## src/rtl/hazard_controller.sv

```systemverilog
// Pipeline hazard controller: stall/flush sequencing, EX forwarding selects,
// multi-cycle mul/div occupancy tracking and stall/flush performance counters.
module hazard_controller #(
  parameter int unsigned MD_LATENCY = 4
) (
  input  logic        clk,
  input  logic        rst,
  input  logic [4:0]  Rs1D,
  input  logic [4:0]  Rs2D,
  input  logic [4:0]  Rs1E,
  input  logic [4:0]  Rs2E,
  input  logic [4:0]  RdE,
  input  logic [4:0]  RdM,
  input  logic [4:0]  RdW,
  input  logic        RegWriteM,
  input  logic        RegWriteW,
  input  logic        ResultSrcE0,
  input  logic        PCSrcE,
  input  logic        MulDivStartE,
  input  logic        DmemReqM,
  input  logic        DmemReadyM,
  output logic        StallF,
  output logic        StallD,
  output logic        StallE,
  output logic        StallM,
  output logic        FlushD,
  output logic        FlushE,
  output logic        FlushM,
  output logic        FlushW,
  output logic [1:0]  ForwardAE,
  output logic [1:0]  ForwardBE,
  output logic [31:0] StallCycles,
  output logic [31:0] FlushCycles
);

  localparam int unsigned REG_W  = 5;
  localparam int unsigned FWD_W  = 2;
  localparam int unsigned CNT_W  = 8;
  localparam int unsigned PERF_W = 32;

  typedef enum logic {RUN = 1'b0, MD_BUSY = 1'b1} state_e;

  state_e              state_q, state_d;
  logic [CNT_W-1:0]    cnt_q, cnt_d;
  logic [PERF_W-1:0]   stall_cycles_q, stall_cycles_d;
  logic [PERF_W-1:0]   flush_cycles_q, flush_cycles_d;
  logic                mem_stall;
  logic                lw_stall;
  logic                md_stall;

  assign mem_stall = DmemReqM && !DmemReadyM;
  assign lw_stall  = ResultSrcE0 && (RdE != '0) && ((RdE == Rs1D) || (RdE == Rs2D));

  // MEM result takes precedence over WB since it is the younger write
  function automatic logic [FWD_W-1:0] fwd_sel(input logic [REG_W-1:0] rs);
    if (RegWriteM && (RdM != '0) && (RdM == rs)) begin
      return 2'b10;
    end else if (RegWriteW && (RdW != '0) && (RdW == rs)) begin
      return 2'b01;
    end
    return 2'b00;
  endfunction

  always_comb begin
    ForwardAE = '0;
    ForwardBE = '0;
    if (!rst) begin
      ForwardAE = fwd_sel(Rs1E);
      ForwardBE = fwd_sel(Rs2E);
    end
  end

  // Mul/div FSM state register
  always_ff @(posedge clk) begin
    if (rst) begin
      state_q <= RUN;
      cnt_q   <= '0;
    end else begin
      state_q <= state_d;
      cnt_q   <= cnt_d;
    end
  end

  // Next state: a memory wait freezes the FSM along with the rest of the pipe
  always_comb begin
    state_d = state_q;
    cnt_d   = cnt_q;
    case (state_q)
      RUN: begin
        if (MulDivStartE && !mem_stall) begin
          cnt_d   = CNT_W'(MD_LATENCY - 2);
          state_d = MD_BUSY;
        end
      end
      MD_BUSY: begin
        if (!mem_stall) begin
          if (cnt_q != '0) cnt_d = cnt_q - CNT_W'(1);
          else             state_d = RUN;
        end
      end
      default: state_d = RUN;
    endcase
  end

  // Stall/flush outputs in priority order
  always_comb begin
    StallF   = 1'b0;
    StallD   = 1'b0;
    StallE   = 1'b0;
    StallM   = 1'b0;
    FlushD   = 1'b0;
    FlushE   = 1'b0;
    FlushM   = 1'b0;
    FlushW   = 1'b0;
    md_stall = (state_q == RUN) ? MulDivStartE : (cnt_q != '0);
    if (!rst) begin
      if (mem_stall) begin
        StallF = 1'b1;
        StallD = 1'b1;
        StallE = 1'b1;
        StallM = 1'b1;
        FlushW = 1'b1;
      end else if (md_stall) begin
        StallF = 1'b1;
        StallD = 1'b1;
        StallE = 1'b1;
        FlushM = 1'b1;
      end else if (PCSrcE) begin
        FlushD = 1'b1;
        FlushE = 1'b1;
      end else if (lw_stall) begin
        StallF = 1'b1;
        StallD = 1'b1;
        FlushE = 1'b1;
      end
    end
  end

  always_comb begin
    stall_cycles_d = stall_cycles_q + PERF_W'(StallF);
    flush_cycles_d = flush_cycles_q + PERF_W'(FlushD | FlushE);
  end

  always_ff @(posedge clk) begin
    if (rst) begin
      stall_cycles_q <= '0;
      flush_cycles_q <= '0;
    end else begin
      stall_cycles_q <= stall_cycles_d;
      flush_cycles_q <= flush_cycles_d;
    end
  end

  assign StallCycles = stall_cycles_q;
  assign FlushCycles = flush_cycles_q;

endmodule
```

## config.mk

```make
export PLATFORM = sky130hd
export DESIGN_NAME = hazard_controller
export DESIGN_NICKNAME = d
export VERILOG_FILES = /design/src/rtl/hazard_controller.sv
export SDC_FILE = /design/constraint.sdc
export NUM_CORES = 1
export LEC_CHECK = 0
export ABC_AREA = 1
export CAP_MARGIN = 20
export CORE_UTILIZATION = 40
export CTS_BUF_LIST = sky130_fd_sc_hd__clkbuf_2 sky130_fd_sc_hd__clkbuf_4 sky130_fd_sc_hd__clkbuf_8
export DETAILED_ROUTE_END_ITERATION = 12
export GPL_TIMING_DRIVEN = 0
export HOLD_SLACK_MARGIN = 0.12
export PLACE_DENSITY = 0.68
export SYNTH_ARGS = -nofsm -noshare
export SYNTH_HDL_FRONTEND = slang
export SYNTH_SLANG_ARGS = --single-unit
```

## constraint.sdc

```tcl
create_clock -name clk -period 4.5 [get_ports clk]
set_clock_uncertainty 0.2 [all_clocks]
set_input_delay 0.9 -clock clk [delete_from_list [all_inputs] [get_ports clk]]
set_output_delay 0.9 -clock clk [all_outputs]
set_load 0.02 [all_outputs]
```

==> results_dict.tcl <==
set metrics [dict create \
    path_delay_family "buffers and inverters" \
    cts_sinks 73 \
    die_y_um 107.8 \
    first_iter_violations 262 \
    synth_cell_types 31 \
    syn2layout_area_growth_pct 36.44 \
    arrival_ps 3050 \
    busiest_layer "met2" \
    num_antenna_cells 0 \
    wl_per_cell_um 13.80 \
    start_util_pct 41.15 \
    syn-mean-instance-area_um2 6.465 \
    grt_overflow 0 \
    ys_ff_latch 73 \
    fmax_mhz 240.9 \
    yosys_warnings 0 \
    met1_usage_pct 28.51 \
    core_mm2 0.01089 \
    clockBufferDepth 2 \
    setup_tns_ps 0 \
    grt_pass1_vias 4669 \
    slew_headroom_pct 52.32 \
    fin_crit_ps 4151 \
    use_met3_pct 4.177 \
    hpwl_um 10450 \
    outcome "finished clean" \
    synth_area_mm2 0.004481 \
    setup_violations 0 \
    worstHoldStart "cnt_q[0]$_SDFFE_PP0P_" \
    synth_fp_nets 743 \
    ctsHoldBuffers 0 \
    crit_required_ps 3400 \
    io_pins 120 \
    htree_levels 3 \
    synth_edf_count 0 \
    reg2reg_from "cnt_q[0]$_SDFFE_PP0P_" \
    path_common_cell "nand2_1" \
    synth.top_cell.area_share_pct 32.62 \
    wirelength_um 13340 \
    finalHoldViolCount 0 \
    clkLatencyLatePin_ps 360 \
    drive_above_1_share_pct 6.892 \
    power.density_mw_per_mm2 259.4 \
    cts_made_buffers 9 \
    slew_viol_final 0 \
    path_class "in2out" \
    drc 0 \
    leakagePower_nw 2.128 \
    endpoint_kind "output pin" \
    avgViaCountPerCell 5.034 \
    antenna_found_initial 0 \
    postCtsSetupBuffers 0 \
    rsz0062_at_grt "false" \
    synthArstFlopShare_pct 0 \
    final_util_pct 56.15 \
    yosys.area.top_type "dfxtp_1" \
    gp_congestion 0.9056 \
    netlist_instances 693 \
    crit_buf_inv 4 \
    startpoint "RdE[4]" \
    final_common_cell "nand2_1" \
    final.fill_count 1054 \
    cpPeakStageDelay_ps 600 \
    nets 872 \
    critical_path.cell_chain "clkdlybuf4s50_1 -> inv_1 -> nand2_1 -> nand2_1 -> nor2_1 -> nand3_1 -> nand2_1 -> nand2_1 -> o21ai_0 -> buf_4 -> clkdlybuf4s50_1" \
    crit_path_start_kind "input port" \
    layout_common_cells "180 x nand2_1, 118 x clkdlybuf4s50_1, 113 x nor2_1" \
    tightestPinTransition_ps 715.2 \
    postCtsResizedCells 0 \
    drt_pre_antenna_iters 7 \
    irDropWorstVdd_v 0.0001433 \
    drv_cap 0 \
    cts_root_buf "clkbuf_8" \
    grt_max_degree 13 \
    port_buffers 118 \
    ys_seq_area_share_pct 32.62 \
    yosys-top-cells-area "dfxtp_1 33%, nand2_1 15%, nor2_1 9.5%" \
    grtUsageMet2_pct 41.80 \
    hold_path_class "reg2reg" \
    dr_total_vias 4868 \
    grt_usage_pct 23.93 \
    synthFlopType "dfxtp_1" \
    std_cell_rows 38 \
    postRouteAntennaNets 0 \
    crit_slowest_cell "clkdlybuf4s50_1" \
    die_w_um 107.8 \
    tritoncts "yes" \
    clk_pin_slew_ps 70 \
    cp_max_fo 4 \
    grt_first_pass_wirelength_um 21680 \
    period_share_pct 92.24 \
    die_area_mm2 0.01163 \
]
-- flip-flops by register name, summed over array words and instances (netlist names) --
signal / count
FlushCycles: 32
StallCycles: 32
cnt_q: 8
state_q: 1
-- final timing paths --
path / cells past startpoint / slack, ps / endpoint
worst max-delay path: 11 / 350 / StallF
worst min-delay path: 1 / 260 / cnt_q[0]$_SDFFE_PP0P_
worst min register to register: 1 / 260 / cnt_q[0]$_SDFFE_PP0P_
worst max register to register: 17 / 1500 / FlushCycles[26]$_SDFF_PP0_
-- power by group --
part / switching, mW / leakage (nW) / internal (mW)
Combinational: 0.119 / 1.40 / 0.0972
Sequential: 0.00814 / 0.589 / 0.654
Clock: 0.253 / 0.140 / 0.454
-- layer usage --
| layer | vias to the layer above | share of wire (%) |
|---|---|---|
| met4 | 0 | 2.6 |
| met3 | 29 | 4.2 |
| met5 | - | 0 |
| met1 | 2226 | 45 |
| met2 | 143 | 48 |
| li1 | 2470 | - |
-- stage by stage --
step,area (um2),power [mW],setup slack [ps],cells,hold WS (ps)
finish,6113,1.586,349.1,967,263.2
global route,6113,1.645,105.7,967,281.5
CTS,6113,1.595,302.0,967,262.8
detailed placement,5837,0.8918,312.5,951,245.5
global placement,5837,0.8854,345.1,951,246.0
floorplan,4481,0.7983,920.5,693,222.4
-- cells in the mapped netlist (2+ instances only) --
| cell | n |
|---|---|
| nand2_1 | 180 |
| nor2_1 | 113 |
| dfxtp_1 | 73 |
| inv_1 | 73 |
| a21oi_1 | 48 |
| nand3_1 | 30 |
| nor3_1 | 23 |
| xor2_1 | 22 |
| o21ai_0 | 21 |
| nand4_1 | 16 |
| xnor2_1 | 14 |
| nand3b_1 | 13 |
| clkbuf_1 | 9 |
| nor2_2 | 8 |
| ha_1 | 6 |
| nand2_2 | 6 |
| nor2_4 | 6 |
| inv_2 | 5 |
| nor3_2 | 5 |
| nand2_4 | 4 |
| a21oi_2 | 3 |
| o21a_1 | 3 |
| o21bai_1 | 3 |
| buf_4 | 2 |
-- logic make-up after synthesis --
family / share of synthesized area (%)
xor+xnor: 7.037
buf+inv: 7.623
simple gates: 41.13
flops: 32.62
fa+ha+maj: 1.675
compound gates: 9.914
-- area by class of cell --
| class | count | area (um2) | area share [%] |
|---|---|---|---|
| Inverter | 78 | 292.8 | 4.789 |
| Sequential cell | 73 | 1461 | 23.91 |
| Tap cell | 140 | 175.2 | 2.865 |
| Clock buffer | 11 | 151.4 | 2.476 |
| Clock inverter | 5 | 125.1 | 2.047 |
| Multi-Input combinational cell | 531 | 2678 | 43.80 |
| Buffer | 11 | 48.80 | 0.7982 |
| Timing Repair Buffer | 118 | 1181 | 19.32 |
No activity file was read; power rests on OpenSTA's default activity.
==> variant, RTL diff (config.mk and constraints unchanged) <==
Take the reset off `flush_cycles_q` and load it in a clocked block of its own.
--- a/src/rtl/hazard_controller.sv
+++ b/src/rtl/hazard_controller.sv
@@ -144,11 +144,13 @@
   always_ff @(posedge clk) begin
     if (rst) begin
       stall_cycles_q <= '0;
-      flush_cycles_q <= '0;
     end else begin
       stall_cycles_q <= stall_cycles_d;
-      flush_cycles_q <= flush_cycles_d;
     end
+  end
+
+  always_ff @(posedge clk) begin
+    flush_cycles_q <= flush_cycles_d;
   end
 
   assign StallCycles = stall_cycles_q;
Function: differs if rst is asserted again (counterexample within 4 cycles, from zero or initial values and one cycle with rst high); with rst held inactive, the same outputs for 10 cycles.
==> variant against the original RTL <==
- wire length shrank 11%
- design area shrank 5.2%
- synthesized cell count shrank 9.8%
- combinational power grew 30%
- synthesized area shrank 5.6%
- total power shrank 3.1%
- critical path type unchanged
- utilization grew 0.27 points
- worst setup slack lost 150 ps
- via count shrank 7.5%
- non-clock buffer count shrank 3
- sequential cell count is the same
- maximum frequency shrank 3.6%
- global-route usage shrank 1.8 points
==> variant: results (changes against the original RTL) <==
metric,value,unit,change
YS warnings,0,,unchanged
final wirelength,11800,um,was 13300 um
DR vias,4501,,was 4868
dpl hpwl,9480,um,was 10400 um
Avg WL per Cell,13.2,um,was 13.8 um
initial antenna violation count,0,,unchanged
R2R depth,14,,was 17
post-CTS resize count,0,,unchanged
slowest stage cell on the critical path,clkbuf_1,,was clkdlybuf4s50_1
maximum clock path buffer count,2,,unchanged
Post-Syn Instances,625,,was 693
"slowest stage delay, CP",540,ps,was 600 ps
Post-CTS Setup Repair Bufs,0,,unchanged
Nets,805,,was 872
Pre-Repair DR Iteration Count,5,,was 7
worst skew pair latency,340,ps,was 360 ps
post-synthesis sequential area ratio,34.5,%,was 32.6%
fillers,1023,,was 1054
peak supply drop,0.241,mV,was 0.143 mV
Placed Area,5590,um2,was 5840 um2
DP Cell Count,880,,was 951
Place WS,197,ps,was 312 ps
post-synthesis cell type count,29,,was 31
Slew @ Worst Pin,616,ps,was 715 ps
Starting DRT DRC Count,193,,was 262
total track usage,22.1,%,was 23.9%
status,finished clean,,unchanged
CP arrival,3210,ps,was 3050 ps
CTS root buf,clkbuf_8,,unchanged
Syn Nets,675,,was 743
clock slew at reported path FFs,80,ps,
crit-path max FO,10,,was 4
vias in the first global route,4225,,was 4669
first-pass GRT wire length,19600,um,was 21700 um
commonest cells in the netlist,"159 x nand2_1, 92 x nor2_1, 73 x dfxtp_1",,"was 180 x nand2_1, 113 x nor2_1, 73 x dfxtp_1, 73 x inv_1, 48 x a21oi_1"
ranking of synthesized cells by area,"dfxtp_1 35%, nand2_1 14%, nor2_1 8.2%, xor2_1 7.2%, inv_1 6.3%",,"was dfxtp_1 33%, nand2_1 15%, nor2_1 9.5%, inv_1 6.1%, a21oi_1 5.4%"
P_leak,2.20,nW,was 2.13 nW
count of input and output buffers,119,,was 118
gp weighted congestion,0.885,,was 0.906
ratio of cells with drive above 1 in the final layout,5.54,%,was 6.89%
[variant: cell type report]
| type | count | area, um2 | share of cell area (%) |
|---|---|---|---|
| timing repair buffer | 119 | 1190 | 20.5 |
| sequential | 73 | 1460 | 25.2 |
| tap | 136 | 170 | 2.93 |
| buffer | 7 | 33.8 | 0.583 |
| clock inverter | 5 | 82.6 | 1.42 |
| clock buffer | 9 | 124 | 2.14 |
| inverter | 71 | 267 | 4.60 |
| multi-input combinational | 474 | 2470 | 42.6 |
[variant: cell families after synthesis]
| group | count (synthesis) | share of synthesized area, % |
|---|---|---|
| xor+xnor | 52 | 10.8 |
| compound gates | 59 | 7.63 |
| simple gates | 357 | 38.2 |
| buf+inv | 78 | 7.10 |
| fa+ha+maj | 6 | 1.77 |
| flops | 73 | 34.5 |
[variant: final timing paths]
path | from | end | slack, ps
worst max-delay path | rst | StallM | 190
worst min-delay path | FlushCycles[31] | FlushCycles[31] | 270
worst max register to register | cnt_q[0] | FlushCycles[20] | 1510
worst min register to register | FlushCycles[31] | FlushCycles[31] | 270
[variant: critical path: cells and delay by family]
family	cells	cell delay (ps)
buffers and inverters	5	2160
and+or+nand+nor	1	140
[variant: where the power goes]
group | leakage (nW) | switching [mW] | internal [mW]
clock | 0.0934 | 0.247 | 0.306
combinational | 1.51 | 0.146 | 0.134
sequential | 0.591 | 0.0299 | 0.673
total | 2.20 | 0.423 | 1.11
[variant: routing by layer]
layer / GRT usage (%) / wire [um] / vias up
met5: 0 / 0 / -
met4: 7.85 / 216 / 0
met3: 5.18 / 935 / 23
met2: 38.3 / 5650 / 185
met1: 26.6 / 5040 / 2032
li1: - / - / 2261
